## src/rtl/risc_multicycle_sequencer_pkg.sv

```systemverilog
// rtl/risc_multicycle_sequencer_pkg.sv - shared state encodings for the multi-cycle sequencer
package risc_multicycle_sequencer_pkg;

  localparam int STATE_W = 3;

  typedef enum logic [STATE_W-1:0] {
    S_FETCH  = 3'd0,
    S_DECODE = 3'd1,
    S_EXEC   = 3'd2,
    S_MEM    = 3'd3,
    S_WB     = 3'd4,
    S_HALT   = 3'd5,
    S_ERROR  = 3'd6
  } seq_state_t;

  function automatic logic is_terminal(input seq_state_t s);
    return (s == S_HALT) || (s == S_ERROR);
  endfunction

endpackage

```

## src/rtl/risc_multicycle_sequencer_if.sv

```systemverilog
// rtl/risc_multicycle_sequencer_if.sv - instruction and data memory req/ack bundle
interface risc_multicycle_sequencer_if #(
  parameter int ADDR_W = 32,
  parameter int DATA_W = 32
);
  logic              imem_req;
  logic [ADDR_W-1:0] imem_addr;
  logic              imem_ack;
  logic [DATA_W-1:0] imem_rdata;
  logic              dmem_req;
  logic              dmem_we;
  logic              dmem_ack;
  logic [DATA_W-1:0] dmem_rdata;

  modport master (
    output imem_req, imem_addr, dmem_req, dmem_we,
    input  imem_ack, imem_rdata, dmem_ack, dmem_rdata
  );

  modport slave (
    input  imem_req, imem_addr, dmem_req, dmem_we,
    output imem_ack, imem_rdata, dmem_ack, dmem_rdata
  );
endinterface

```

## src/rtl/risc_multicycle_sequencer_req_wait_timer.sv

```systemverilog
// rtl/risc_multicycle_sequencer_req_wait_timer.sv - bounded wait for a request's ack
module req_wait_timer #(
  parameter int MAX_WAIT = 16
) (
  input  logic clk,
  input  logic reset,
  input  logic clear,
  input  logic req,
  input  logic ack,
  output logic expired
);
  localparam int CW = (MAX_WAIT > 0) ? $clog2(MAX_WAIT + 1) : 1;

  logic [CW-1:0] remaining;

  always_ff @(posedge clk or posedge reset) begin
    if (reset) begin
      remaining <= CW'(MAX_WAIT);
    end else if (clear) begin
      remaining <= CW'(MAX_WAIT);
    end else if (req && !ack && remaining != '0) begin
      remaining <= remaining - CW'(1);
    end
  end

  // Fires in the last permitted waiting cycle so the request is gone on the next one.
  assign expired = (MAX_WAIT != 0) && req && !ack && (remaining == CW'(1));

endmodule

```

## src/rtl/risc_multicycle_sequencer.sv

```systemverilog
// rtl/risc_multicycle_sequencer.sv - FETCH/DECODE/EXEC/MEM/WB control sequencer with timeout and halt
module risc_multicycle_sequencer
  import risc_multicycle_sequencer_pkg::*;
#(
  parameter int                ADDR_W   = 32,
  parameter int                DATA_W   = 32,
  parameter logic [ADDR_W-1:0] RESET_PC = '0,
  parameter int                MAX_WAIT = 16,
  parameter int                CNT_W    = 32
) (
  input  logic                       clk,
  input  logic                       reset,
  input  logic                       run,
  risc_multicycle_sequencer_if.master mem,
  output logic [DATA_W-1:0]          instr,
  input  logic                       dec_mem_read,
  input  logic                       dec_mem_write,
  input  logic                       dec_reg_write,
  input  logic                       dec_halt,
  input  logic [ADDR_W-1:0]          pc_next,
  output logic [ADDR_W-1:0]          pc,
  output logic [DATA_W-1:0]          mdr,
  output logic                       rf_we,
  output logic [CNT_W-1:0]           instret,
  output logic                       halted,
  output logic                       bus_error,
  output logic [STATE_W-1:0]         state
);

  seq_state_t cur_state, nxt_state;
  logic       fetch_pending;
  logic       imem_req_i, dmem_req_i, dmem_we_i, rf_we_i;
  logic       retire;
  logic       timer_clear, timer_ack, expired;

  always_ff @(posedge clk or posedge reset) begin
    if (reset) begin
      cur_state <= S_FETCH;
    end else begin
      cur_state <= nxt_state;
    end
  end

  always_comb begin
    nxt_state  = cur_state;
    imem_req_i = 1'b0;
    dmem_req_i = 1'b0;
    dmem_we_i  = 1'b0;
    rf_we_i    = 1'b0;
    retire     = 1'b0;
    case (cur_state)
      S_FETCH: begin
        // Once raised, the fetch request stays up even if run drops.
        if (run || fetch_pending) begin
          imem_req_i = 1'b1;
          if (mem.imem_ack)  nxt_state = S_DECODE;
          else if (expired)  nxt_state = S_ERROR;
        end
      end
      S_DECODE: nxt_state = dec_halt ? S_HALT : S_EXEC;
      S_EXEC: begin
        if (dec_mem_read || dec_mem_write) begin
          nxt_state = S_MEM;
        end else if (dec_reg_write) begin
          nxt_state = S_WB;
        end else begin
          retire    = 1'b1;
          nxt_state = S_FETCH;
        end
      end
      S_MEM: begin
        dmem_req_i = 1'b1;
        dmem_we_i  = dec_mem_write;
        if (mem.dmem_ack) begin
          if (dec_mem_write) begin
            retire    = 1'b1;
            nxt_state = S_FETCH;
          end else begin
            nxt_state = S_WB;
          end
        end else if (expired) begin
          nxt_state = S_ERROR;
        end
      end
      S_WB: begin
        rf_we_i   = 1'b1;
        retire    = 1'b1;
        nxt_state = S_FETCH;
      end
      S_HALT:  nxt_state = S_HALT;
      S_ERROR: nxt_state = S_ERROR;
      default: nxt_state = S_ERROR;
    endcase
  end

  assign timer_ack   = (cur_state == S_MEM) ? mem.dmem_ack : mem.imem_ack;
  assign timer_clear = (nxt_state != cur_state) &&
                       ((nxt_state == S_FETCH) || (nxt_state == S_MEM));

  req_wait_timer #(.MAX_WAIT(MAX_WAIT)) u_timer (
    .clk     (clk),
    .reset   (reset),
    .clear   (timer_clear),
    .req     (imem_req_i | dmem_req_i),
    .ack     (timer_ack),
    .expired (expired)
  );

  always_ff @(posedge clk or posedge reset) begin
    if (reset) begin
      fetch_pending <= 1'b0;
      pc            <= RESET_PC;
      instr         <= '0;
      mdr           <= '0;
      instret       <= '0;
    end else begin
      fetch_pending <= imem_req_i && (nxt_state == S_FETCH);
      if (imem_req_i && mem.imem_ack) instr <= mem.imem_rdata;
      if (dmem_req_i && !dmem_we_i && mem.dmem_ack) mdr <= mem.dmem_rdata;
      if (retire) begin
        pc      <= pc_next;
        instret <= instret + CNT_W'(1);
      end
    end
  end

  // Reset is folded into the strobes so requests vanish the moment it asserts.
  assign mem.imem_req  = imem_req_i & ~reset;
  assign mem.dmem_req  = dmem_req_i & ~reset;
  assign mem.dmem_we   = dmem_we_i & ~reset;
  assign mem.imem_addr = pc;
  assign rf_we         = rf_we_i & ~reset;
  assign halted        = (cur_state == S_HALT);
  assign bus_error     = (cur_state == S_ERROR);
  assign state         = cur_state;

  logic unused_terminal;
  assign unused_terminal = is_terminal(cur_state);

endmodule
```

## src/flat_wrapper.sv

```systemverilog
// flat-port wrapper written by rule: the top's interface ports become plain ports
module risc_multicycle_sequencer_flat import risc_multicycle_sequencer_pkg::*;
#(
  parameter int                ADDR_W   = 32,
  parameter int                DATA_W   = 32,
  parameter logic [ADDR_W-1:0] RESET_PC = '0,
  parameter int                MAX_WAIT = 16,
  parameter int                CNT_W    = 32
)
  (clk, reset, run, instr, dec_mem_read, dec_mem_write, dec_reg_write, dec_halt, pc_next, pc, mdr, rf_we, instret, halted, bus_error, state, mem_imem_req, mem_imem_addr, mem_dmem_req, mem_dmem_we, mem_imem_ack, mem_imem_rdata, mem_dmem_ack, mem_dmem_rdata);
  risc_multicycle_sequencer_if #(.ADDR_W(ADDR_W), .DATA_W(DATA_W)) mem_i ();
  input  logic clk;
  input  logic reset;
  input  logic run;
  output logic [DATA_W-1:0] instr;
  input  logic dec_mem_read;
  input  logic dec_mem_write;
  input  logic dec_reg_write;
  input  logic dec_halt;
  input  logic [ADDR_W-1:0] pc_next;
  output logic [ADDR_W-1:0] pc;
  output logic [DATA_W-1:0] mdr;
  output logic rf_we;
  output logic [CNT_W-1:0] instret;
  output logic halted;
  output logic bus_error;
  output logic [STATE_W-1:0] state;
  output wire logic [$bits(mem_i.imem_req)-1:0] mem_imem_req;
  output wire logic [$bits(mem_i.imem_addr)-1:0] mem_imem_addr;
  output wire logic [$bits(mem_i.dmem_req)-1:0] mem_dmem_req;
  output wire logic [$bits(mem_i.dmem_we)-1:0] mem_dmem_we;
  input wire logic [$bits(mem_i.imem_ack)-1:0] mem_imem_ack;
  input wire logic [$bits(mem_i.imem_rdata)-1:0] mem_imem_rdata;
  input wire logic [$bits(mem_i.dmem_ack)-1:0] mem_dmem_ack;
  input wire logic [$bits(mem_i.dmem_rdata)-1:0] mem_dmem_rdata;
  assign mem_imem_req = mem_i.imem_req;
  assign mem_imem_addr = mem_i.imem_addr;
  assign mem_dmem_req = mem_i.dmem_req;
  assign mem_dmem_we = mem_i.dmem_we;
  assign mem_i.imem_ack = mem_imem_ack;
  assign mem_i.imem_rdata = mem_imem_rdata;
  assign mem_i.dmem_ack = mem_dmem_ack;
  assign mem_i.dmem_rdata = mem_dmem_rdata;
  risc_multicycle_sequencer #(.ADDR_W(ADDR_W), .DATA_W(DATA_W), .RESET_PC(RESET_PC), .MAX_WAIT(MAX_WAIT), .CNT_W(CNT_W)) u_core (.clk(clk), .reset(reset), .run(run), .mem(mem_i), .instr(instr), .dec_mem_read(dec_mem_read), .dec_mem_write(dec_mem_write), .dec_reg_write(dec_reg_write), .dec_halt(dec_halt), .pc_next(pc_next), .pc(pc), .mdr(mdr), .rf_we(rf_we), .instret(instret), .halted(halted), .bus_error(bus_error), .state(state));
endmodule
```

## config.mk

```make
export PLATFORM = sky130hd
export DESIGN_NAME = risc_multicycle_sequencer_flat
export DESIGN_NICKNAME = d
export VERILOG_FILES = /design/src/rtl/risc_multicycle_sequencer_pkg.sv /design/src/rtl/risc_multicycle_sequencer_if.sv /design/src/rtl/risc_multicycle_sequencer_req_wait_timer.sv /design/src/rtl/risc_multicycle_sequencer.sv /design/src/flat_wrapper.sv
export SDC_FILE = /design/constraint.sdc
export NUM_CORES = 1
export LEC_CHECK = 0
export CAP_MARGIN = 20
export CORE_ASPECT_RATIO = 0.75
export CORE_MARGIN = 2
export CORE_UTILIZATION = 42
export CTS_CLUSTER_SIZE = 20
export DETAILED_ROUTE_END_ITERATION = 10
export GPL_TIMING_DRIVEN = 0
export PLACE_DENSITY = 0.8
export SYNTH_ARGS = -nofsm -noshare
export SYNTH_HDL_FRONTEND = slang
export SYNTH_SLANG_ARGS = --single-unit
```

## constraint.sdc

```tcl
create_clock -name clk -period 5.5 [get_ports clk]
set_input_delay 1.1 -clock clk [delete_from_list [all_inputs] [get_ports clk]]
set_output_delay 1.1 -clock clk [all_outputs]
set_load 0.02 [all_outputs]
```

* Word level (Yosys, flattened, before mapping)
Index checks and enable logic that the tools add are counted.
** Cells by class
- $add $sub $neg :: 2
- Eq/ne operators :: 9
- Mux-type cells :: 22
- Bitwise gates (word level) :: 6
- Reduce and logical (&&, ||, !) cells :: 17
** Operator list (number)
- $add A32 B1 Y32 const B :: 1
- $mux W3 :: 8
- $pmux W3 S6 :: 1
- $mux W1 :: 10
- $mux W5 :: 2
- $eq A3 B2 Y1 const B :: 3
- $eq A3 B3 Y1 const B :: 3
- $logic_and A1 B1 Y1 :: 8
- $logic_not A3 Y1 :: 2
- $eq A5 B1 Y1 const B :: 1
- $reduce_bool A5 Y1 :: 1
- $sub A5 B1 Y5 const B :: 1
- $and A1 B1 Y1 :: 4
- $eq A3 B1 Y1 const B :: 1
- $logic_or A1 B1 Y1 :: 3
- $ne A3 B3 Y1 :: 1
- $pmux W1 S3 :: 1
- $logic_not A1 Y1 :: 2
- $reduce_bool A2 Y1 :: 1
- $not A1 Y1 :: 1
- $or A1 B1 Y1 :: 1
** Storage, ports and cells
- Register bits after elaboration :: 137
- Word-level logic and storage cells :: 63

* Logic depth before layout (Yosys ltp)
- Depth in word-level cells :: 14
- Gate-level depth with buffers :: 12

* Modules after synthesis
A second synthesis with hierarchy kept.
** Second synthesis, totals
- Cells, all modules :: 456
- Area, all modules :: 6007.0 µm²
** By module, submodules not included
- risc_multicycle_sequencer :: instances 1, cells an instance 423, area each 5689.2 µm², seq. area each 3303.2 µm²
- req_wait_timer :: instances 1, cells an instance 33, area each 317.8 µm², seq. area each 126.4 µm²

* Worst setup path after synthesis
No wires, ideal clock.
- Path type :: input port to output port
- From :: in run
- To :: out rf_we
- Arrival time :: 2.343 ns
- Slack :: 2.057 ns
- Stages on the path :: 5
- Buffers on the path :: 0
- Cells stage by stage :: o21ba_4 a21o_1 a311oi_1 inv_1 nor3_1
** RTL lines
- from (decl) :: line flat_wrapper.sv:14 : input logic run;
- to (decl) :: line flat_wrapper.sv:23 : output logic rf_we;

==> metrics.md <==
| Metric | Value |
|---|---|
| Post-layout worst setup margin | 1.218 ns |
| Initial Util | 43.23% |
| Nets in the synthesized netlist | 633 |
| Origin of the critical flop-to-flop path | u_core.u_timer.remaining[1] |
| Antenna-violating nets left | 0 |
| Wire length reported by the detailed router | 17.11 mm |
| Number of warning messages in the yosys log | 0 |
| Relative slew slack | about half |
| Critical path cell sequence | clkdlybuf4s50_1, o21ba_4, a21o_1, a311oi_1, inv_1, nor3_1, clkdlybuf4s50_1 |
| Layout cell share with drive strength beyond 1 | 17.11% |
| Largest fanout of any net on the critical path | 5 |
| Async S/R FF share, synth | between 90% and 100% |
| # Max-Cap Violations | 0 |
| Setup Skew | 0.006719 ns |
| Slack of the worst reg-to-reg path | 2.19 ns |
| Peak Freq | 0.2336 GHz |
| Detail Placement HPWL | 13.17 mm |
| DR WL/cell | between 15 and 20 um |
| Clock tree from TritonCTS | done |
| DRC viols | 0 |
| Fraction of the core area covered by cells at the end of the flow | 69.22% |
| Unique masters post-synth | 38 |
| I/O pins | 274 |
| Count of cells along the worst register-to-register path | 10 |
| Slowest cell on crit path | clkdlybuf4s50_1 |
| Count of standard-cell rows | 37 |
| Overall Global Routing Usage | between 20% and 30% |
| Reported net switching power | 0.4664 mW |
| Area of the mapped netlist | 0.005944 mm^2 |
| Post-Syn Instances | 524 |
| Outcome | completed |
| Largest delay contributor family on the critical path | buffers and inverters |
| Maximum number of pins on one net before global-route repair | 70 |
| Post_cts resized | 0 |
| WP buf/inv | 3 |
| Maximum single-stage delay on the critical path | between 0.6 and 0.7 ns |
| Number of failing setup endpoints in the final timing report | 0 |
| Remaining global-route overflow | 0 |
| Crit. path cell count | 7 |
| Time the worst path needs with I/O delays and setup | roughly 4.3 ns |
| Via-to-Cell Ratio | 4.981 |
| Max Transition Viols Final | 0 |
| Average cell area after synthesis | 11.34 um^2 |
| Power Internal | 1.813 mW |
| 1st-iter DRT viols | 222 |
| Leakage | between 4 and 5 nW |
| Worst-path clk slew | 0.06 ns |
| Maximum VDD drop | 0.2202 mV |
| Die Ht | roughly 110 um |
| Clock buffer depth | 2 |
| Die extent in x | 141.4 um |
| Insertion delay of the later-clocked pin in the worst-skew pair | 0.41 ns |
| WP data arrival | ~3.2 ns |
| Worst flop-to-flop path endpoint | u_core.instret[10] |
| Worst setup path endpoint | rf_we |
| Required time of the critical path | ~4.4 ns |
| Top FF cell, synth | dfrtp_1 |
| Port bufs | roughly 270 |
| Area enclosed by the die boundary | 0.01513 mm^2 |
| Number of sinks driven by the clock tree | 137 |
| Via total after detailed routing | roughly 5,000 |
| Classification of the worst setup path | input pin to output pin |
| # diodes | 0 |
| Total CTS buffers | 17 |
| Critical Path Start | run |
| CORE AREA | 0.01375 mm^2 |
| Switching share of total power | roughly 20% |
| Number of synthesized flops with an enable pin | 0 |
| Register area share after synthesis | 57.69% |
| Worst slew pin tran | 0.7559 ns |
| Number of antenna violations at the first check in global routing | 0 |
| Via count of the first global-routing pass | 5,385 |
| Hold-fix buffer count after cts | 0 |
| H-tree lvl count | 4 |
| Final net count | between 900 and 1,000 |
| Clock share of power | 48.9% |
| Wire length of the first global-routing pass | 27.20 mm |
| Critical path endpoint category | output pin |
| Post-CTS setup buffers | 0 |
| Dominant cell type by count on the critical path | clkdlybuf4s50_1 |
| Setup crit start kind | input pin |
| Synthesized flop and latch total | ~140 |
| Cell area power density | 239.5 mW/mm^2 |
| Last weighted congestion value of the routability-driven placer | 0.8421 |
| Worst slack at placement | roughly 1.2 ns |
| Share of total power in combinational logic | 6.2% |
| Clock tree root buffer cell | clkbuf_16 |
| RSZ-0062 raised after global routing | false |
| Area growth syn-to-layout | 60.11% |
| Number of failing hold endpoints at the final stage | 0 |
| Pre-antenna DRT Iters | 4 |
| Sequential group share of total power | 44.9% |
| Path category of the worst min-delay check | register to register |
| Post-route clock period utilization | 77.85% |
per-stage QoR:
stage	TNS, ns	cell area, um^2	hold WS [ns]	total power [mW]	std cells
floorplan	0	5944	0.5406	1.079	524
global placement	-143.95	8896	0.4600	1.179	972
detailed placement	0	8929	0.4684	1.185	973
CTS	0	9518	0.4730	2.307	1005
global route	0	9518	0.5008	2.353	1005
finish	0	9518	0.4675	2.279	1005
registers in the layout, summed over array words and instances (netlist names):
register,count
u_core.mdr,32
u_core.fetch_pending,1
u_core.u_timer.remaining,5
u_core.mem.imem_addr,32
u_core.instr,32
u_core.state,3
u_core.instret,32
worst reg2reg max path, cell delays in order (launching register included):
cell and delay, ns:
dfrtp_1 0.39, inv_1 0.10, ha_1 0.19, or4b_2 0.59
nand2_1 0.09, o2111ai_1 0.13, or3_1 0.39, a21oi_1 0.61
buf_2 0.36, nand4_1 0.14, xnor2_1 0.17
cell families after synthesis:
logic type               after synthesis  synth area share (%)
multiplexers                          64                 12.12
flip-flops                           137                 57.69
AO/OA/AOI/OAI                         12                 1.516
XOR/XNOR                              36                 5.304
AND/OR/NAND/NOR                      210                 16.29
buffers and inverters                 61                 6.230
adder cells (fa/ha/maj)                4                0.8420
power groups by stage:
stage,combinational (mW),clock (mW),sequential (mW)
4_1_cts,0.144,1.14,1.02
2_1_floorplan,0.0268,0,1.05
3_5_place_dp,0.143,0,1.04
6_report,0.141,1.11,1.02
5_1_grt,0.153,1.18,1.02
3_3_place_gp,0.137,0,1.04
routing by layer:
layer / GRT usage (%) / wire [um] / vias up
met5: 0 / 0 / -
met4: 8.214 / 302 / 0
met3: 10.81 / 2022 / 24
met2: 40.12 / 8620 / 227
met1: 25.29 / 6163 / 2446
li1: - / - / 2309
final cells by class:
type | instances | area, um^2
Buffer | 52 | 336.6
Clock buffer | 26 | 529.3
Clock inverter | 6 | 60.06
Fill cell | 1026 | 4232
Inverter | 9 | 38.79
Multi-Input combinational cell | 326 | 2145
Sequential cell | 137 | 3430
Tap cell | 175 | 219.0
Timing Repair Buffer | 274 | 2760
synthesized netlist by cell type, drive strengths merged, types with 5 or more instances:
cell type / instances / area, um^2
nand4: 8 / 50.05
inv: 9 / 33.78
dfrtp: 136 / 3403
nor3: 11 / 55.05
mux2: 64 / 720.7
nor4: 15 / 100.1
and2: 5 / 31.28
xor2: 20 / 175.2
xnor2: 16 / 140.1
nand2: 120 / 450.4
buf: 38 / 282.8
nand3: 17 / 85.08
nor2: 16 / 60.06
clkbuf: 14 / 53.80
worst min path at each step:
stage | slack [ns] | cells past startpoint | end | start
detailed placement | 0.47 | 1 | u_core.instret[31] | u_core.instret[31]
global route | 0.50 | 1 | u_core.instret[31] | u_core.instret[31]
global placement | 0.46 | 1 | u_core.instret[31] | u_core.instret[31]
finish | 0.47 | 1 | u_core.instret[31] | u_core.instret[31]
floorplan | 0.54 | 2 | u_core.u_timer.remaining[3] | u_core.u_timer.remaining[3]
CTS | 0.47 | 1 | u_core.instret[31] | u_core.instret[31]
cell usage in the layout (no fill, tap or decap), types with 2 or more instances in the layout:
cell type        count
xor2_1              20
and4_1               2
buf_6                2
clkbuf_8             7
clkbuf_16           17
clkbuf_1            15
or3_1                3
xnor2_1             16
a21oi_1              3
inv_1                8
buf_4               32
clkdlybuf4s50_1    273
buf_2                4
clkinv_2             3
ha_1                 4
nor2_1              16
and3_1               4
clkinvlp_4           2
and2_1               5
nor3_1              11
mux2_2              64
nand2b_1             3
nand4_1              8
dfrtp_1            136
o21ai_0              2
nand3_1             17
a21o_1               2
nand2_1            120
nor4_1              14
(Power assumes the default switching activity.)
